`config.mk`:
```
export PLATFORM = sky130hd
export DESIGN_NAME = fifo_rd_stream_flat
export DESIGN_NICKNAME = d
export VERILOG_FILES = /design/src/rtl/fifo_pkg.sv /design/src/rtl/fifo_rd_stream_if.sv /design/src/rtl/fifo_rd_skid_buf.sv /design/src/rtl/fifo_rd_stream.sv /design/src/flat_wrapper.sv
export SDC_FILE = /design/constraint.sdc
export NUM_CORES = 1
export LEC_CHECK = 0
export ABC_AREA = 1
export CORE_MARGIN = 4
export CORE_UTILIZATION = 53
export DETAILED_ROUTE_END_ITERATION = 16
export GPL_ROUTABILITY_DRIVEN = 1
export HOLD_SLACK_MARGIN = 0.08
export PLACE_DENSITY = 0.8
export SYNTH_ARGS = -nofsm -noshare
export SYNTH_HDL_FRONTEND = slang
export SYNTH_HIERARCHICAL = 1
export SYNTH_SLANG_ARGS = --single-unit
```
`constraint.sdc`:
```
create_clock -name rd_clk -period 3.8 [get_ports rd_clk]
set_input_delay 0.38 -clock rd_clk [delete_from_list [all_inputs] [get_ports rd_clk]]
set_output_delay 0.38 -clock rd_clk [all_outputs]
set_load 0.03 [all_outputs]
```
`src/rtl/fifo_pkg.sv`:
```
// Shared helpers for the FIFO read-side blocks: index/level widths and
// the width of the optional statistics counters.
package fifo_pkg;

  localparam int STAT_WIDTH = 32;

  // Index width for a circular buffer of the given depth (at least 1 bit).
  function automatic int ptr_width(input int depth);
    return (depth > 1) ? $clog2(depth) : 1;
  endfunction

  // Width needed to hold an occupancy count from 0 to depth inclusive.
  function automatic int level_width(input int depth);
    return $clog2(depth) + 1;
  endfunction

endpackage

```
`src/rtl/fifo_rd_stream_if.sv`:
```
// Valid/ready stream carrying FIFO words to the downstream consumer.
interface fifo_rd_stream_if #(
  parameter int DATA_WIDTH = 8
) ();
  logic                  valid;
  logic [DATA_WIDTH-1:0] data;
  logic                  ready;

  modport master (output valid, output data, input ready);
  modport slave  (input valid, input data, output ready);
endinterface

```
`src/rtl/fifo_rd_skid_buf.sv`:
```
// Circular output buffer for fifo_rd_stream: push at tail, pop at head,
// synchronous flush. The head entry is presented combinationally.
module fifo_rd_skid_buf
  import fifo_pkg::*;
#(
  parameter int DATA_WIDTH = 8,
  parameter int BUF_DEPTH  = 2,
  localparam int PW = ptr_width(BUF_DEPTH),
  localparam int LW = level_width(BUF_DEPTH)
) (
  input  logic                  clk,
  input  logic                  rst,
  input  logic                  flush,
  input  logic                  push,
  input  logic [DATA_WIDTH-1:0] push_data,
  input  logic                  pop,
  output logic [LW-1:0]         count,
  output logic [DATA_WIDTH-1:0] head_data
);

  logic [DATA_WIDTH-1:0] mem [BUF_DEPTH];
  logic [PW-1:0]         head;
  logic [PW-1:0]         tail;

  // Depth need not be a power of two, so wrap explicitly.
  function automatic logic [PW-1:0] next_idx(input logic [PW-1:0] idx);
    return (idx == PW'(BUF_DEPTH - 1)) ? '0 : idx + 1'b1;
  endfunction

  // Storage, indices and occupancy; flush empties the buffer and drops any push/pop.
  always_ff @(posedge clk or posedge rst) begin
    if (rst) begin
      head  <= '0;
      tail  <= '0;
      count <= '0;
      for (int i = 0; i < BUF_DEPTH; i++) mem[i] <= '0;
    end else if (flush) begin
      head  <= '0;
      tail  <= '0;
      count <= '0;
    end else begin
      if (push) begin
        mem[tail] <= push_data;
        tail      <= next_idx(tail);
      end
      if (pop) head <= next_idx(head);
      count <= count + LW'(push) - LW'(pop);
    end
  end

  assign head_data = mem[head];

endmodule

```
`src/rtl/fifo_rd_stream.sv`:
```
// Read-side engine: drains a FIFO read port (1-cycle read latency) into a
// small prefetch buffer and presents the words as a valid/ready stream.
// Optional statistics counters are built when FIFO_RD_STREAM_STATS_EN is defined.
module fifo_rd_stream
  import fifo_pkg::*;
#(
  parameter int DATA_WIDTH = 8,
  parameter int BUF_DEPTH  = 2
) (
  input  logic                          rd_clk,
  input  logic                          rd_rst,
  input  logic                          fifo_empty,
  output logic                          fifo_rd_en,
  input  logic [DATA_WIDTH-1:0]         fifo_rd_data,
  input  logic                          flush,
  fifo_rd_stream_if.master              m_if,
  output logic [$clog2(BUF_DEPTH):0]    buf_level
`ifdef FIFO_RD_STREAM_STATS_EN
  ,
  output logic [STAT_WIDTH-1:0]         stat_words,
  output logic [STAT_WIDTH-1:0]         stat_stalls
`endif
);

  localparam int LW = level_width(BUF_DEPTH);

  logic          inflight;
  logic          flush_pend;
  logic          pop;
  logic          push;
  logic [LW-1:0] count;

  assign pop        = m_if.valid && m_if.ready;
  assign m_if.valid = (count != '0);
  assign buf_level  = count;

  // A returning word is dropped if a flush is active now or happened the cycle before.
  assign push = inflight && !flush && !flush_pend;

  // Issue a read only when the word is guaranteed a free slot on arrival.
  always_comb begin
    fifo_rd_en = !fifo_empty && !flush && !rd_rst &&
                 ((int'(count) + int'(inflight) - int'(pop)) < BUF_DEPTH);
  end

  // Track the read in flight and remember a flush for one cycle.
  always_ff @(posedge rd_clk or posedge rd_rst) begin
    if (rd_rst) begin
      inflight   <= 1'b0;
      flush_pend <= 1'b0;
    end else begin
      inflight   <= fifo_rd_en;
      flush_pend <= flush;
    end
  end

  fifo_rd_skid_buf #(
    .DATA_WIDTH (DATA_WIDTH),
    .BUF_DEPTH  (BUF_DEPTH)
  ) u_buf (
    .clk       (rd_clk),
    .rst       (rd_rst),
    .flush     (flush),
    .push      (push),
    .push_data (fifo_rd_data),
    .pop       (pop),
    .count     (count),
    .head_data (m_if.data)
  );

`ifdef FIFO_RD_STREAM_STATS_EN
  // Transfer and stall counters; they survive flush and wrap naturally.
  always_ff @(posedge rd_clk or posedge rd_rst) begin
    if (rd_rst) begin
      stat_words  <= '0;
      stat_stalls <= '0;
    end else begin
      if (pop) stat_words <= stat_words + 1'b1;
      if (m_if.valid && !m_if.ready) stat_stalls <= stat_stalls + 1'b1;
    end
  end
`endif

endmodule

```
`src/flat_wrapper.sv`:
```
// flat-port wrapper written by rule: the top's interface ports become plain ports
module fifo_rd_stream_flat import fifo_pkg::*;
#(
  parameter int DATA_WIDTH = 8,
  parameter int BUF_DEPTH  = 2
)
  (rd_clk, rd_rst, fifo_empty, fifo_rd_en, fifo_rd_data, flush, buf_level, m_if_valid, m_if_data, m_if_ready);
  fifo_rd_stream_if #(.DATA_WIDTH(DATA_WIDTH)) m_if_i ();
  input  logic rd_clk;
  input  logic rd_rst;
  input  logic fifo_empty;
  output logic fifo_rd_en;
  input  logic [DATA_WIDTH-1:0] fifo_rd_data;
  input  logic flush;
  output logic [$clog2(BUF_DEPTH):0] buf_level;
  output wire logic [$bits(m_if_i.valid)-1:0] m_if_valid;
  output wire logic [$bits(m_if_i.data)-1:0] m_if_data;
  input wire logic [$bits(m_if_i.ready)-1:0] m_if_ready;
  assign m_if_valid = m_if_i.valid;
  assign m_if_data = m_if_i.data;
  assign m_if_i.ready = m_if_ready;
  fifo_rd_stream #(.DATA_WIDTH(DATA_WIDTH), .BUF_DEPTH(BUF_DEPTH)) u_core (.rd_clk(rd_clk), .rd_rst(rd_rst), .fifo_empty(fifo_empty), .fifo_rd_en(fifo_rd_en), .fifo_rd_data(fifo_rd_data), .flush(flush), .m_if(m_if_i), .buf_level(buf_level));
endmodule
```
==> impl_results.md <==
* Outcome: finished clean
* Hold Crit Class: input pin to asynchronous set/reset pin
* Setup_tns at 0 ns
* Final ANT Viol Nets at 0
* Vias in the first global route at 895
* Setup violators final at 0
* Average vias per placed instance at 5.06
* RR Endpoint: u_core/inflight
* Port bufs at 24
* Synthesis-stage register bit count at 22
* Slew Limit Fails at 0
* Final Wtd Congestion at 0.775
* First-pass GRT wire length at 3.81 mm
* Power Density at 647 nW/µm²
* DRT Wirelength at 2.24 mm
* I/O Pins at 25
* Residual DRC at 0
* Crit Path Max Fanout at 6
* Reg2reg start: u_core/u_buf/count[1]
* Share of cells above drive strength 1 at 25.2%
* Reg power frac at 34.7%
* Worst slew margin at 46.1%
* Synth Warn # at 6
* Die ar. at 3000 µm²
* Crit end category: primary output
* Post-synthesis sequential area ratio at 47.4%
* Post-CTS sizing at 0
* Final Critical Period at 3.16 ns
* CTS tree: yes
* Number of max-cap violations at 0
* Total GRT Usage at 18.1%
* # nets final at 161
* Detailed Route Iter0 Violations at 15
* Syn Nets at 135
* Gate power share at 46.5%
* Reg2Reg Depth at 11
* Skew final at 0.00506 ns
* Post-route cell area at 1460 µm²
* CTS Buf Count at 3
* Sw Pwr at 356 µW
* Initial cell density of the core at 57.4%
* DP HPWL at 1.63 mm
* Final worst path period share at 83.1%
* Initial antenna violation count at 0
* # hold bufs at CTS at 0
* Diodes inserted at 0
* Worst slew pin tran at 0.803 ns
* Clock-pin slew on the worst setup and hold paths at 0.12 ns
* Avg Inst Size Synth at 9.84 µm²
* Critical path class: register to primary output
* Synthesized area at 1160 µm²
* Internal power at 588 µW
* Hold violation count in the final report at 0
* FMAX at 317 MHz
* Startpoint types: register
* Critical path required time at 3.42 ns
* CP startpoint: u_core/u_buf/count[1]
* Yosys cell types at 19
* Worst R2R Setup Slack at 1.94 ns
* CORE AREA at 2020 µm²
* Leak pwr at 0.000714 µW
* Die X at 54.8 µm
* DP Area at 1410 µm²
* Grt ovf at 0
* H-tree depth at 1
* Skew-Pair Late Insertion Delay at 0.31 ns
* Clk pwr share at 18.8%
* Worst VDD drop at 420 µV
* Gate Count Post-Synth at 118
* Root buf cell: clkbuf_4
* Largest net degree at the start of global routing at 21
* Critical path destination: fifo_rd_en
* Pre-Repair DR Iteration Count at 4
* Switching share of total power at 37.7%
* Maximum root-to-sink buffer count at 2
* CTS Sinks at 22
* Setup bufs post-CTS at 0
* Arr. time, crit path at 2.78 ns
* Layout area overhead at 25.8%
* Avg WL per Cell at 13.2 µm
* RSZ-0062 raised after global routing: no
* Row Count at 16
* Die height at 54.8 µm
* Routed vias at 860
==> power by group through the flow <==
stage	Combinational (µW)	Clock (µW)	Sequential, µW
3_5_place_dp	438	0	332
3_3_place_gp	429	0	330
2_1_floorplan	293	0	327
6_report	439	178	328
5_1_grt	481	191	337
4_1_cts	443	183	328
==> through the flow <==
step	util, %	std cells	setup slack [ns]	hold slack (ns)	total power [µW]
6_report	72.2	170	0.642	0.256	945
5_1_grt	72.2	170	0.378	0.240	1010
4_1_cts	72.2	170	0.633	0.247	954
3_5_place_dp	69.6	166	0.766	0.468	771
3_3_place_gp	69.6	166	0.840	0.459	758
2_1_floorplan	-	118	1.14	0.130	620
==> logic make-up (layout without fill, tap and decap cells) <==
logic type | Yosys count | count (layout) | share of synthesized area [%]
DFF | 22 | 22 | 47.4
buffers and inverters | 23 | 48 | 8.84
adders and majority gates | 4 | 4 | 4.96
muxes | 8 | 8 | 7.76
AOI/OAI and AO/OA | 21 | 21 | 14.2
and+or+nand+nor | 40 | 40 | 16.8
==> worst max-delay path: stages (launching register included) <==
cell and delay (ns):
dfrtp_1 0.48, inv_2 0.11, nand2_2 0.07, nand2_2 0.08, inv_2 0.05, nand2_1 0.05
nand3_1 0.08, fa_1 0.51, nand2_1 0.06, nand2_1 0.05, nand3_1 0.06, a21oi_1 0.16
clkdlybuf4s50_1 0.70
==> worst min path at each step <==
stage                          endpoint  slack (ns)  cells after the start
floorplan             u_core/flush_pend        0.13                      1
global placement    u_core/u_buf/mem[1]        0.46                      2
detailed placement  u_core/u_buf/mem[2]        0.47                      2
CTS                     u_core/inflight        0.25                      2
global route            u_core/inflight        0.24                      2
finish                  u_core/inflight        0.26                      2
==> state kept, by name, summed over array words and instances (netlist names) <==
name                cells
u_core/u_buf/mem       16
u_core/u_buf/count      2
u_core/flush_pend       1
u_core/inflight         1
u_core/u_buf/head       1
u_core/u_buf/tail       1
==> final cells by class <==
class	instances	area (µm²)
Inverter	20	75.1
Fill cell	148	562
Timing Repair Buffer	24	240
Clock buffer	3	22.5
Multi-Input combinational cell	73	508
Clock inverter	1	30.0
Sequential cell	22	551
Tap cell	27	33.8
==> cell usage in the layout (no fill, tap or decap) <==
cell type        synthesis  final
clkbuf_4                 0      3
mux2_2                   8      8
nand2_2                  3      3
nand3b_4                 1      1
o21ai_2                 16     16
fa_1                     1      1
nand3_4                  1      1
nor3_1                   1      1
dfrtp_1                 22     22
a21oi_1                  3      3
nor2_1                   4      4
o21ai_0                  2      2
ha_1                     3      3
inv_2                    3      3
nand2_1                 26     26
nand3_1                  3      3
inv_1                   17     17
nand4_1                  1      1
bufinv_16                0      1
clkdlybuf4s50_1          0     24
==> cells in the mapped netlist, drive strengths merged <==
cell	n	area, µm²
buf	3	27.5
inv	20	75.1
nand4	1	6.26
o21ai	18	150
nor2	4	15.0
fa	1	20.0
nor3	1	5.00
nand3	4	32.5
nand2	29	116
nand3b	1	20.0
a21oi	3	15.0
dfrtp	22	551
mux2	8	90.1
ha	3	37.5
==> routing by layer <==
layer  vias up  part of all wire (%)  track usage, %
met5         -                     0               0
li1        430                     -               -
met2        26                    52            31.5
met4         0                  0.58            7.47
met3         2                   5.1            3.54
met1       402                    42            21.5
Note: power is estimated with default switching activity, not from simulation.
